[config.mk]
export PLATFORM = sky130hd
export DESIGN_NAME = dm_write_buffer
export DESIGN_NICKNAME = d
export VERILOG_FILES = /design/src/rtl/dm_wb_pkg.sv /design/src/rtl/dm_wb_fifo.sv /design/src/rtl/dm_write_buffer.sv
export SDC_FILE = /design/constraint.sdc
export NUM_CORES = 1
export LEC_CHECK = 0
export ABC_AREA = 1
export ABC_CLOCK_PERIOD_IN_PS = 3160
export CELL_PAD_IN_SITES_DETAIL_PLACEMENT = 1
export CELL_PAD_IN_SITES_GLOBAL_PLACEMENT = 2
export CORE_UTILIZATION = 31
export CTS_BUF_LIST = sky130_fd_sc_hd__clkbuf_16
export DETAILED_ROUTE_END_ITERATION = 8
export PLACE_DENSITY = 0.85
export SKIP_LAST_GASP = 1
export SYNTH_ARGS = -nofsm -noshare
export SYNTH_HDL_FRONTEND = slang
export SYNTH_HIERARCHICAL = 1
export SYNTH_SLANG_ARGS = --single-unit
[constraint.sdc]
create_clock -name clk -period 3.16 [get_ports clk]
set_input_delay 0.474 -clock clk [delete_from_list [all_inputs] [get_ports clk]]
set_output_delay 0.474 -clock clk [all_outputs]
set_load 0.05 [all_outputs]
[src/rtl/dm_wb_pkg.sv]
// Shared sizing, entry layout and pointer-width helper for the data-memory
// posted-write buffer.
package dm_wb_pkg;

  localparam int unsigned DATA_SIZE = 32;
  localparam int unsigned MEM_SIZE  = 16;
  localparam int unsigned DEPTH     = 4;

  // Packed layout of one buffered store: address in the upper bits, data below.
  typedef struct packed {
    logic [MEM_SIZE-1:0]  addr;
    logic [DATA_SIZE-1:0] data;
  } dm_wb_entry_t;

  // Pointer width for a power-of-two depth; never narrower than one bit.
  function automatic int unsigned ptr_width(input int unsigned d);
    return (d < 2) ? 1 : $clog2(d);
  endfunction

endpackage

[src/rtl/dm_wb_fifo.sv]
// Circular FIFO holding pending stores. Also exposes an age-ordered view of
// all slots (index 0 = oldest) with a matching per-slot valid vector.
module dm_wb_fifo
  import dm_wb_pkg::*;
#(
  parameter int unsigned ew    = MEM_SIZE + DATA_SIZE,
  parameter int unsigned depth = DEPTH
) (
  input  logic                      clk,
  input  logic                      rst,
  input  logic                      push_i,
  input  logic [ew-1:0]             push_entry_i,
  input  logic                      pop_i,
  output logic [ew-1:0]             head_entry_o,
  output logic [ptr_width(depth):0] count_o,
  output logic                      full_o,
  output logic                      empty_o,
  output logic [depth-1:0]          valid_o,
  output logic [depth*ew-1:0]       entries_o
);

  localparam int unsigned PW = ptr_width(depth);
  localparam int unsigned CW = PW + 1;

  logic [ew-1:0] mem_q [depth];
  logic [PW-1:0] head_q, head_d;
  logic [PW-1:0] tail_q, tail_d;
  logic [CW-1:0] count_q, count_d;

  always_comb begin
    head_d  = head_q;
    tail_d  = tail_q;
    count_d = count_q;
    if (push_i) tail_d = tail_q + PW'(1);
    if (pop_i)  head_d = head_q + PW'(1);
    case ({push_i, pop_i})
      2'b10:   count_d = count_q + CW'(1);
      2'b01:   count_d = count_q - CW'(1);
      default: count_d = count_q;
    endcase
  end

  always_ff @(posedge clk or negedge rst) begin
    if (!rst) begin
      head_q  <= '0;
      tail_q  <= '0;
      count_q <= '0;
    end else begin
      head_q  <= head_d;
      tail_q  <= tail_d;
      count_q <= count_d;
    end
  end

  // Entry contents are don't-care after reset, so storage carries no reset.
  always_ff @(posedge clk) begin
    if (push_i) mem_q[tail_q] <= push_entry_i;
  end

  assign head_entry_o = mem_q[head_q];
  assign count_o      = count_q;
  assign full_o       = (count_q == CW'(depth));
  assign empty_o      = (count_q == '0);

  generate
    for (genvar gi = 0; gi < depth; gi++) begin : g_view
      assign entries_o[gi*ew +: ew] = mem_q[head_q + PW'(gi)];
      assign valid_o[gi]            = (count_q > CW'(gi));
    end
  endgenerate

endmodule

[src/rtl/dm_write_buffer.sv]
// Posted-write buffer between the CPU data port and the data SRAM write port.
// Define DM_WB_FWD_EN to forward loads from pending stores instead of stalling.
module dm_write_buffer
  import dm_wb_pkg::*;
#(
  parameter int unsigned data_size = DATA_SIZE,
  parameter int unsigned mem_size  = MEM_SIZE,
  parameter int unsigned depth     = DEPTH
) (
  input  logic                 clk,
  input  logic                 rst,
  input  logic [mem_size-1:0]  DM_Address,
  input  logic                 DM_enable,
  input  logic [data_size-1:0] DM_Write_Data,
  output logic [data_size-1:0] DM_Read_Data,
  output logic                 cpu_stall,
  output logic [mem_size-1:0]  mem_rd_addr,
  input  logic [data_size-1:0] mem_rd_data,
  output logic                 mem_wr_req,
  output logic [mem_size-1:0]  mem_wr_addr,
  output logic [data_size-1:0] mem_wr_data,
  input  logic                 mem_wr_ack,
  output logic                 wb_busy
);

  localparam int unsigned EW = mem_size + data_size;
  localparam int unsigned CW = ptr_width(depth) + 1;

  logic                push;
  logic                pop;
  logic                full;
  logic                empty;
  logic [EW-1:0]       head_entry;
  logic [CW-1:0]       count;
  logic [depth-1:0]    valid;
  logic [depth-1:0]    addr_hit;
  logic [depth*EW-1:0] entry_view;

  // Stall never depends on ack, so a same-cycle drain cannot admit a store into a full buffer.
  assign push = DM_enable && !cpu_stall;
  assign pop  = mem_wr_req && mem_wr_ack;

  dm_wb_fifo #(
    .ew    (EW),
    .depth (depth)
  ) u_fifo (
    .clk          (clk),
    .rst          (rst),
    .push_i       (push),
    .push_entry_i ({DM_Address, DM_Write_Data}),
    .pop_i        (pop),
    .head_entry_o (head_entry),
    .count_o      (count),
    .full_o       (full),
    .empty_o      (empty),
    .valid_o      (valid),
    .entries_o    (entry_view)
  );

  assign mem_wr_req  = !empty;
  assign wb_busy     = (count != '0);
  assign mem_wr_addr = head_entry[EW-1 -: mem_size];
  assign mem_wr_data = head_entry[data_size-1:0];
  assign mem_rd_addr = DM_Address;

  generate
    for (genvar gi = 0; gi < depth; gi++) begin : g_match
      assign addr_hit[gi] = valid[gi] &&
                            (entry_view[gi*EW + data_size +: mem_size] == DM_Address);
    end
  endgenerate

`ifdef DM_WB_FWD_EN
  logic                 fwd_hit;
  logic [data_size-1:0] fwd_data;

  // Scan oldest to youngest so the last hit is the most recent store.
  always_comb begin
    fwd_hit  = 1'b0;
    fwd_data = '0;
    for (int unsigned k = 0; k < depth; k++) begin
      if (addr_hit[k]) begin
        fwd_hit  = 1'b1;
        fwd_data = entry_view[k*EW +: data_size];
      end
    end
  end

  assign DM_Read_Data = fwd_hit ? fwd_data : mem_rd_data;
  assign cpu_stall    = DM_enable && full;
`else
  logic unused_view_data;
  assign unused_view_data = ^entry_view;

  // A load that hits a pending store waits until that store has reached the SRAM.
  assign DM_Read_Data = mem_rd_data;
  assign cpu_stall    = DM_enable ? full : (|addr_hit);
`endif

endmodule

After elaboration in Yosys (flattened, before gate mapping) --
Memory sizes are Yosys's and may differ from the RTL's. Index checks and enable logic that the tools add are counted.
Cells by class: equal/unequal tests 7, order comparisons 4, mux-type cells 4, reduce and logical (&&, ||, !) cells 12, add/sub/neg operators 6
Operators with widths (count):
- 16-bit == test | 4
- 3-bit by 1-bit greater-than comparator with 1-bit output (second input constant) | 2
- 3-bit by 2-bit greater-than comparator with 1-bit output (second input constant) | 2
- 1-bit logical AND | 6
- 3-bit one-hot mux with 2 select lines | 1
- 2-bit by 1-bit adder with 2-bit output (second input constant) | 2
- 2-bit adder (second input constant) | 2
- 4-bit OR reduction | 1
- 3-bit by 1-bit adder with 3-bit output (second input constant) | 1
- 3-bit == test (second input constant) | 1
- 3-bit logical NOT | 1
- 1-bit 2-to-1 mux | 3
- 3-bit nonzero test | 1
- 3-bit by 1-bit subtractor with 3-bit output (second input constant) | 1
- 2-bit by 1-bit == test with 1-bit output (second input constant) | 1
- 2-bit == test (second input constant) | 1
- 1-bit logical NOT | 2
- 2-bit nonzero test | 1
Word-level totals: input port bits 84, output and inout bits 99, memories 1, memory bits (writable) 192, register bits 7, logic and storage cells 37
Memory list:
- u_fifo.mem_q | words 4, bits a word 48, read ports 4, clocked after memory_dff 0, wr ports 1, RTL line dm_wb_fifo.sv:25 | logic [ew-1:0] mem_q [depth];

Longest topological paths before layout --
Gate-level depths: netlist (run 1). An unclocked memory read counts as a cell.
depth after elaboration 10, gate-level depth with buffers 18, depth with buffers taken out 14

By module --
The synthesis (run 1) kept the hierarchy.
By module, submodules not included:
- dm_wb_fifo | cells an instance 1545, sequential area each 5940.7 µm², times used 1, area an instance 11691.2 µm²
- dm_write_buffer | cells an instance 302, sequential area each 0.0 µm², times used 1, area an instance 1467.7 µm²

Worst setup path after synthesis (run 1) --
No wires, ideal clock.
path kind flip-flop to output port, start reg u_fifo.head_q[0], end out cpu_stall, arrival 2465 ps, buffers on the path 4, required time 2686 ps, stages on the path, launching flop included 18, setup slack 221 ps, path through dfrtp_1 buf_4 buf_6 xnor2_4 buf_4 buf_2 nand2_1 nand2_1 inv_1 nand2_1 nand2_1 nor2_1 nand3_1 nor2_1 nand3_1 nand2_2 nor2_1 nor2_1
Between the ends: longest elaborated chain between the ends 6, elaborated cells between the ends (all ways) 14
RTL lines:
- start, declared | RTL line dm_wb_fifo.sv:26 | logic [PW-1:0] head_q, head_d;
- start signal, assigned | RTL line dm_wb_fifo.sv:45 | head_q <= '0;
- start signal, assigned | RTL line dm_wb_fifo.sv:49 | head_q <= head_d;
- 2-bit by 1-bit adder with 2-bit output | RTL line dm_wb_fifo.sv:67 | assign entries_o[gi*ew +: ew] = mem_q[head_q + PW'(gi)];
- memory read 4 x 48 bit
- via entry_view[81] | RTL line dm_write_buffer.sv:37 | logic [depth*EW-1:0] entry_view;
- 16-bit == test | RTL line dm_write_buffer.sv:69 | (entry_view[gi*EW + data_size +: mem_size] == DM_Address);
- 1-bit logical AND | RTL line dm_write_buffer.sv:68 | assign addr_hit[gi] = valid[gi] &&
- 4-bit OR reduction | RTL line dm_write_buffer.sv:97 | assign cpu_stall = DM_enable ? full : (|addr_hit);
- 1-bit 2-to-1 mux | RTL line dm_write_buffer.sv:97
- end, declared | RTL line dm_write_buffer.sv:16 | output logic cpu_stall,
The timed path passes the listed nets, and every way through them passes these cells.

Worst setup path in the final report (run 1) --
start reg u_fifo.head_q[0], end out cpu_stall
Between the ends: longest elaborated chain between the ends 6, elaborated cells between the ends (all ways) 14
RTL lines (RTL line):
- 2-bit adder | dm_wb_fifo.sv:67
- memory read 4 x 48 bit
- via entry_view[189] | dm_write_buffer.sv:37
- 16-bit == test | dm_write_buffer.sv:69
- 1-bit logical AND | dm_write_buffer.sv:68
- 4-bit OR reduction | dm_write_buffer.sv:97
- 1-bit 2-to-1 mux | dm_write_buffer.sv:97
The timed path passes the listed nets, and every way through them passes these cells.

==> impl_results.md, run 1 <==
- Status: finished with violations
- Violated checks: setup timing
- Crit share post-route: 101%
- Clock Power Share: 13.2%
- Final wirelength: 30.9 mm
- Avg Cell Area, Syn: 8.30 sq um
- Final Skew: 0.00804 ns
- Flop pwr share: 22.1%
- WS Path Type: reg2out
- Final setup fails: 1
- Die footprint: 0.0368 sq mm
- CTS clk-pin slew, worst paths: 0.08 ns
- Core Area: 0.0355 sq mm
- Hold Buf Count CTS: 0
- Core Util, Final: 39.5%
- Max VDD drop: 0.670 mV
- ANT cells: 0
- DR WL/cell: 16.7 um
- Multi-input logic area: 0.00370 sq mm
- Hpwl dp: 21.3 mm
- Clk_lat worst skew: 0.44 ns
- Std cell rows: 69
- Grt ovf: 0
- I/O pins: 183
- Via count: 8,419
- Final Hold Fails: 0
- R2R depth: 8
- Internal power: 0.00880 W
- Total CTS buffers: 17
- Setup ws final: -0.0419 ns
- Global-route wire length before repair: 46.7 mm
- Fin crit period: 3.20 ns
- DRC marker count from the first detailed-route iteration: 356
- Max Freq: 312 MHz
- Clock Path Buffers: 2
- First-pass DRT Iterations: 4
- Relative slew slack: 62.5%
- RSZ-0062 raised after global routing: true
- Fin. max-slew vios: 0
- Yosys warnings: 6
- Nets: 1,476
- CP max stage cell: dfrtp_4
- Max-cap violations: 0
- Root Buffer: clkbuf_16
- Die W: 192 um
- Synthesized area: 0.0112 sq mm
- Total leakage power: 6.26 nW
- Total negative setup slack: -0.0419 ns
- GP Congestion: 0.850
- Layout cells sized above 1: 17.1%
- Mapped Nets: 1,441
- Inst Count DP: 1,805
- Register area: 0.00595 sq mm
- Crit end category: output port
- Clk sink count: 199
- Vias in the first global route: 8,480
- Pre-CTS WS: 0.164 ns
- Worst slew pin tran: 0.560 ns
- Area Growth Syn to Fin: 25.4%
- Sw frac: 47.1%
- Crit path max fanout: 11
- Crit-path cells: buf_12 -> xor2_4 -> buf_6 -> buf_12 -> nand2_1 -> nand2_1 -> o21ai_0 -> nor2_2 -> nand2_1 -> nor2_1 -> nand3_1 -> nand3_2 -> nor2_4 -> nor2_4 -> buf_12
- Filler instances: 4,045
- Antenna violations before repair: 1
- Die Y: 192 um
- Vias per cell: 4.54
- CP required: 2.69 ns
- Critical Path Start Type: flop
- Power Dens Cells: 1190 mW/mm^2
- Hold crit path type: in2async
- Initial Util: 31.5%
- DRC Markers: 0
- Antenna viol nets, final: 0
- H-Tree Depth: 4
- IO buf count: 118
- WP data arrival: 2.73 ns
- Finished Layout Cells: 1,855
- Power share of the combinational group: 64.7%
- CTS tree: done
- Max incr delay on CP: 0.52 ns
- All-Layer GR Usage: 16.9%
- Largest net degree at the start of global routing: 55
- Synth Instances: 1,346
- NetSw: 0.00784 W
## cells in the final DEF (no fill, tap or decap), types with 6 or more instances in the layout
cell type	n
ha_1	11
nand2_2	27
buf_12	63
clkdlybuf4s50_1	69
nor2_1	27
nand2_1	525
o21ai_0	81
buf_4	29
nand3_1	7
nor2_2	8
buf_6	6
edfxtp_1	192
o21ai_1	37
o21ai_2	25
xor2_1	16
clkbuf_16	21
inv_2	23
inv_1	173
## power groups by stage
| stage | Clock [W] | Sequential, W | Combinational, W |
|---|---|---|---|
| after floorplan | 0 | 0.00366 | 0.00645 |
| after global placement | 0 | 0.00375 | 0.00939 |
| after detailed placement | 0 | 0.00378 | 0.00955 |
| after CTS | 0.00226 | 0.00367 | 0.0102 |
| after global routing | 0.00235 | 0.00373 | 0.0116 |
| final | 0.00219 | 0.00368 | 0.0108 |
## layer usage
| layer | wire, um | up-vias | part of all wire, % | track usage, % |
|---|---|---|---|---|
| li1 | - | 4150 | - | - |
| met2 | 15400 | 147 | 50 | 29.3 |
| met4 | 453 | 0 | 1.5 | 4.55 |
| met1 | 13700 | 4092 | 44 | 21.6 |
| met3 | 1420 | 30 | 4.6 | 2.70 |
| met5 | 0 | - | 0 | 0 |
## final cells by class
cell class / count / share of cell area [%]
well taps: 461 / 4.12
clock inverters: 15 / 1.26
clock buffers: 17 / 3.04
multi-input cells: 792 / 26.4
repair buffers: 176 / 17.5
inverters: 195 / 5.23
flip-flops and latches: 199 / 42.5
## flip-flops by register name, summed over array words and instances (netlist names)
signal          cells
u_fifo/mem_q      192
u_fifo/count_o      3
u_fifo/head_q       2
u_fifo/tail_q       2
## through the flow
step	hold slack [ns]	area (sq um)	power [W]
after global routing	0.315	14000	0.0177
after CTS	0.309	13700	0.0161
after floorplan	0.178	11200	0.0101
after global placement	0.517	12800	0.0131
after detailed placement	0.532	12800	0.0133
final	0.326	14000	0.0166
## timing repair
item | 4_1_cts | 5_1_grt
gates cloned | 2 | 5
setup buffers | 9 | 3
setup endpoints to repair | 1 | 1
resized for setup | 80 | 69
pin swaps | 3 | 24
## worst max-delay path: cells and delay by family, from the launching register on
kind	cells	cell delay (ns)
compound gates	1	0.27
xor+xnor	1	0.15
buf+inv	4	0.59
flops	1	0.52
simple gates	9	0.76
## worst paths after layout
| check | start | to | slack (ns) |
|---|---|---|---|
| worst max register to register | u_fifo/count_o[0] | u_fifo/mem_q[0][1] | 0.88 |
| worst min-delay path | rst | u_fifo/head_q[1] | 0.33 |
| worst min register to register | u_fifo/tail_q[0] | u_fifo/tail_q[0] | 0.54 |
| min in group clk | u_fifo/tail_q[0] | u_fifo/tail_q[0] | 0.54 |
| max in group asynchronous | rst | u_fifo/head_q[0] | 2.51 |
| worst max-delay path | u_fifo/head_q[0] | cpu_stall | -0.04 |
(Power assumes the default switching activity.)
==> run 2, diff against run 1 <==
PLACE_DENSITY = 0.8   (was 0.85)
SLEW_MARGIN = 20   (was unset)
==> run 2 against run 1 <==
  * The run still ends with setup timing left
  * Clock power is 4% lower
  * Power shrank 1.8%
  * Fmax decreased by 4.4%
  * Largest power group unchanged
==> impl_results.md, run 2 (same netlist as run 1, synthesis figures left out) <==
- Max Freq: 298 MHz
- All-Layer GR Usage: 17.0%
- Die footprint: 0.0368 sq mm
- FF-to-FF End: u_fifo/mem_q[2][22]
- Fin crit period: 3.35 ns
- Crit path max fanout: 7
- Max-cap violations: 0
- Power share of the combinational group: 64.6%
- Area Growth Syn to Fin: 24.5%
- DRC Markers: 0
- Clock Path Buffers: 2
- Core Util, Final: 39.2%
- IO buf count: 118
- CTS tree: done
- Setup ws final: -0.190 ns
- Internal power: 0.00875 W
- Crit end category: output port
- ANT cells: 0
- Antenna viol nets, final: 0
- Final wirelength: 30.8 mm
- Clock Power Share: 12.8%
- Std cell rows: 69
- Clk sink count: 199
- Violated checks: setup timing
- I/O pins: 183
- Die Y: 192 um
- Hold crit path type: in2async
- Global-route wire length before repair: 46.7 mm
- Antenna violations before repair: 0
- Status: finished with violations
- Pre-CTS WS: 0.0795 ns
- Fin. max-slew vios: 0
- Hold Buf Count CTS: 0
- Flop pwr share: 22.5%
- Design Area, Final: 0.0139 sq mm
- Max VDD drop: 0.722 mV
- DR WL/cell: 16.4 um
- Largest net degree at the start of global routing: 57
- Commonest non-fill, non-tap cell in the layout: nand2_1
- Grt ovf: 0
- CP required: 2.69 ns
- Clk_lat worst skew: 0.44 ns
- Crit share post-route: 106%
- Reg2reg setup slack: 0.91 ns
- Root Buffer: clkbuf_16
- Crit path from: u_fifo/head_q[0]
- First-pass DRT Iterations: 4
- Nets: 1,502
- Total negative setup slack: -0.190 ns
- Vias in the first global route: 8,558
- Final Hold Fails: 0
- CTS clk-pin slew, worst paths: 0.08 ns
- Area after DPL: 0.0131 sq mm
- H-Tree Depth: 4
- Relative slew slack: 62.6%
- R2R Path Start: u_fifo/count_o[0]
- DRC marker count from the first detailed-route iteration: 325
- Layout cells sized above 1: 15.0%
- Via count: 8,348
- RSZ-0062 raised after global routing: true
- Die W: 192 um
- Total power draw: 0.0163 W
- NetSw: 0.00759 W
- WS Path Type: reg2out
- Final setup fails: 1
- Total leakage power: 6.30 nW
- Max reg flops: 192
- Total CTS buffers: 17
- Worst slew pin tran: 0.560 ns
- Initial Util: 31.5%
- Critical Path Start Type: flop
- Core Area: 0.0355 sq mm
- Commonest non-fill, non-tap cells in the layout: nand2_1 (542), edfxtp_1 (192), inv_1 (174), o21ai_0 (119), clkdlybuf4s50_1 (67)
- Hpwl dp: 21.5 mm
- WP data arrival: 2.88 ns
- Vias per cell: 4.44
- GP Congestion: 0.817
- Power Dens Cells: 1170 mW/mm^2
- Final Skew: 0.0107 ns
- Filler instances: 4,084
- Biggest register: u_fifo/mem_q
- R2R depth: 9
- Sw frac: 46.4%
==> run 2: changes by cell type in the layout (fill, tap and decap cells not counted), moves of 3 or more <==
cell,previous run,this run
buf_4,29,62
clkinv_8,5,1
o21ai_0,81,119
o21ai_2,25,0
nor2_1,27,32
o21ai_1,37,26
buf_16,3,0
nand2_2,27,9
nand2_1,525,542
nor2_2,8,3
==> run 2: power groups by stage <==
stage / clock [W] / sequential [W] / combinational (W)
finish: 0.00210 / 0.00368 / 0.0106
global route: 0.00222 / 0.00373 / 0.0115
CTS: 0.00217 / 0.00368 / 0.0102
detailed placement: 0 / 0.00376 / 0.00986
global placement: 0 / 0.00373 / 0.00971
floorplan: 0 / 0.00366 / 0.00645
==> run 2: per-layer routing <==
metal  GRT usage, %  vias to the layer above  wire length, um
li1               -                     4195                -
met1           21.6                     4016            14000
met2           30.1                      118            15500
met3           2.72                       19             1020
met4           4.15                        0              271
met5              0                        -                0
==> run 2: worst max path at each step <==
stage | to | slack, ns | cells after the start
2_1_floorplan | cpu_stall | 0.30 | 16
3_3_place_gp | cpu_stall | 0.05 | 17
3_5_place_dp | cpu_stall | 0.08 | 17
4_1_cts | cpu_stall | -0.22 | 17
5_1_grt | cpu_stall | -0.31 | 15
6_report | cpu_stall | -0.19 | 15
==> run 2: per-stage QoR <==
| step | hold slack (ns) | std cells |
|---|---|---|
| 6_report | 0.301 | 1881 |
| 5_1_grt | 0.314 | 1881 |
| 4_1_cts | 0.289 | 1873 |
| 3_5_place_dp | 0.527 | 1835 |
| 3_3_place_gp | 0.520 | 1835 |
| 2_1_floorplan | 0.178 | 1346 |
==> run 2: layout make-up <==
type / count / area (sq um) / area share, %
multi-input combinational: 792 / 3530 / 25.4
sequential: 199 / 5950 / 42.8
tap: 461 / 577 / 4.15
timing repair buffer: 202 / 2580 / 18.5
clock inverter: 15 / 121 / 0.873
inverter: 195 / 732 / 5.26
clock buffer: 17 / 425 / 3.06
==> run 2: worst max-delay path, cell delays in order (launching register included) <==
cell and delay [ns]:
dfrtp_4 0.57, buf_6 0.16, xor2_4 0.19, buf_4 0.18, clkbuf_16 0.14, nand2_1 0.04
nand2_1 0.10, o21ai_0 0.14, nor2_1 0.14, nand2_1 0.07, nor2_1 0.11, nand3_1 0.13
nand2_2 0.11, nor2_4 0.05, nor2_4 0.13, buf_12 0.14
==> run 2: timing repair <==
item                                    CTS  global route
buffers inserted                          5             6
cloned                                    1             4
pin swaps                                 0            16
endpoints found under the hold margin     0             0
endpoints found under the setup margin    1             1
resized for setup                         9            36
==> run 3, diff against run 2 <==
ABC_AREA = unset   (was 1)
CORE_UTILIZATION = 41   (was 31)
PLACE_DENSITY = 0.81   (was 0.8)
==> run 3 against run 2 <==
  * The flow still finishes with violations (setup timing)
  * Largest power group unchanged
  * Final cell count decreased by 48%
  * Critical endpoint unchanged
  * Die area down 31%
  * Area after synthesis shrank 9.0%
  * First-iteration DRC count decreased by 4.3%
  * Power down 22%
  * Clock power is essentially flat
==> impl_results.md, run 3 <==
- I/O pins: 183
- Grt ovf: 0
- Critical Path Start Type: flop
- Fin. max-slew vios: 0
- Final Hold Fails: 0
- Global-route wire length before repair: 34.5 mm
- WP data arrival: 2.98 ns
- Commonest non-fill, non-tap cell in the layout: edfxtp_1
- Violated checks: setup timing
- Die footprint: 0.0254 sq mm
- H-Tree Depth: 4
- Avg Cell Area, Syn: 18.1 sq um
- Hold crit path type: in2async
- GP Congestion: 0.793
- Fin crit period: 3.45 ns
- Total CTS buffers: 17
- Routed met3 length: 1.45 mm
- Hold Buf Count CTS: 0
- Met1 Wirelength: 8.93 mm
- First-pass DRT Iterations: 4
- Clk_lat worst skew: 0.43 ns
- Vias in the first global route: 5,648
- Via count: 5,234
- Std cell rows: 57
- Met2 WL: 11.7 mm
- Worst slew pin tran: 0.558 ns
- Max-cap violations: 0
- Inst Count DP: 925
- Hpwl dp: 15.0 mm
- Max reg flops: 192
- Antenna viol nets, final: 0
- Mapped Nets: 658
- Worst Setup EP: cpu_stall
- FF-to-FF End: u_fifo/mem_q[1][20]
- Total leakage power: 4.09 nW
- Root Buffer: clkbuf_16
- Die W: 159 um
- CTS clk-pin slew, worst paths: 0.08 ns
- Yosys warnings: 6
- Final wirelength: 22.4 mm
- Commonest non-fill, non-tap cells in the layout: edfxtp_1 (192), mux4_2 (96), buf_4 (81), clkdlybuf4s50_1 (76), xor2_1 (39)
- Top Layer Used: met4
- Die Y: 159 um
- R2R Path Start: u_fifo/count_o[0]
- All-Layer GR Usage: 18.3%
- Final setup fails: 1
- Reg2reg setup slack: 0.65 ns
- Synth Instances: 563
- Area Growth Syn to Fin: 18.4%
- Max Freq: 290 MHz
- Crit path from: u_fifo/head_q[1]
- DRC Markers: 0
- Status: finished with violations
- Relative slew slack: 62.7%
- CTS tree: done
- Final Skew: 0.0104 ns
- CP required: 2.69 ns
- Synthesized area: 0.0102 sq mm
- Biggest register: u_fifo/mem_q
- Power Dens Cells: 1060 mW/mm^2
- Initial Util: 41.8%
- WS Path Type: reg2out
- DRC marker count from the first detailed-route iteration: 311
- R2R depth: 6
- Largest net degree at the start of global routing: 49
- Crit share post-route: 109%
- DR WL/cell: 23.1 um
- Max VDD drop: 0.568 mV
- Total negative setup slack: -0.291 ns
- Core Area: 0.0243 sq mm
- Layout cells sized above 1: 38.2%
- ANT cells: 0
- RSZ-0062 raised after global routing: true
- Finished Layout Cells: 970
- Filler instances: 2,225
- Antenna violations before repair: 0
- Crit path max fanout: 7
- Setup ws final: -0.291 ns
- IO buf count: 118
- Clk sink count: 199
- Crit end category: output port
- Vias per cell: 5.40
- Nets: 728
- Clock Path Buffers: 2
[run 3: what timing repair did]
action	4_1_cts	5_1_grt
resized for setup	24	6
endpoints found under the setup margin	8	3
cloned	2	1
pin swaps	10	3
buffers inserted	8	2
[run 3: area by class of cell]
cell class	instances	area [sq um]	area share, %
Inverter	9	33.8	0.281
Clock buffer	17	425	3.53
Tap cell	324	405	3.37
Clock inverter	15	164	1.36
Multi-Input combinational cell	225	3300	27.4
Sequential cell	199	5950	49.4
Timing Repair Buffer	181	1760	14.6
[run 3: worst min-delay path by stage]
stage               slack, ns                 to             start
floorplan                0.18  u_fifo/count_o[0]               rst
global placement         0.51   u_fifo/tail_q[0]  u_fifo/tail_q[0]
detailed placement       0.54   u_fifo/tail_q[0]  u_fifo/tail_q[0]
CTS                      0.32  u_fifo/count_o[0]               rst
global route             0.34  u_fifo/count_o[0]               rst
finish                   0.34  u_fifo/count_o[2]               rst
[run 3: stage by stage]
stage	total power (W)	utilization, %	setup slack, ns	instance area, sq um	hold slack [ns]
2_1_floorplan	0.00921	-	0.168	10200	0.178
3_3_place_gp	0.0103	45.9	0.0239	11200	0.509
3_5_place_dp	0.0104	45.9	0.0211	11200	0.540
4_1_cts	0.0128	49.1	-0.313	12000	0.324
5_1_grt	0.0134	49.5	-0.370	12000	0.345
6_report	0.0128	49.5	-0.291	12000	0.340
[run 3: critical path, stage by stage (launching register included)]
cell     delay (ns)
dfrtp_4        0.56
buf_12         0.17
buf_6          0.13
buf_4          0.13
mux4_2         0.29
xor2_1         0.18
nor4_2         0.31
nand3_1        0.16
o22a_1         0.22
a31oi_4        0.22
buf_12         0.17
[run 3: metal layers]
layer	vias to the layer above	track usage, %
met5	-	0
met4	0	5.46
met3	29	5.37
met2	174	30.8
met1	2781	23.0
li1	2250	-
[run 3: report_power, final]
| part | total (W) | switching (W) | internal [W] |
|---|---|---|---|
| registers | 0.00377 | 0.000280 | 0.00349 |
| clock network | 0.00211 | 0.00105 | 0.00106 |
| logic | 0.00692 | 0.00393 | 0.00300 |
| total | 0.0128 | 0.00526 | 0.00755 |
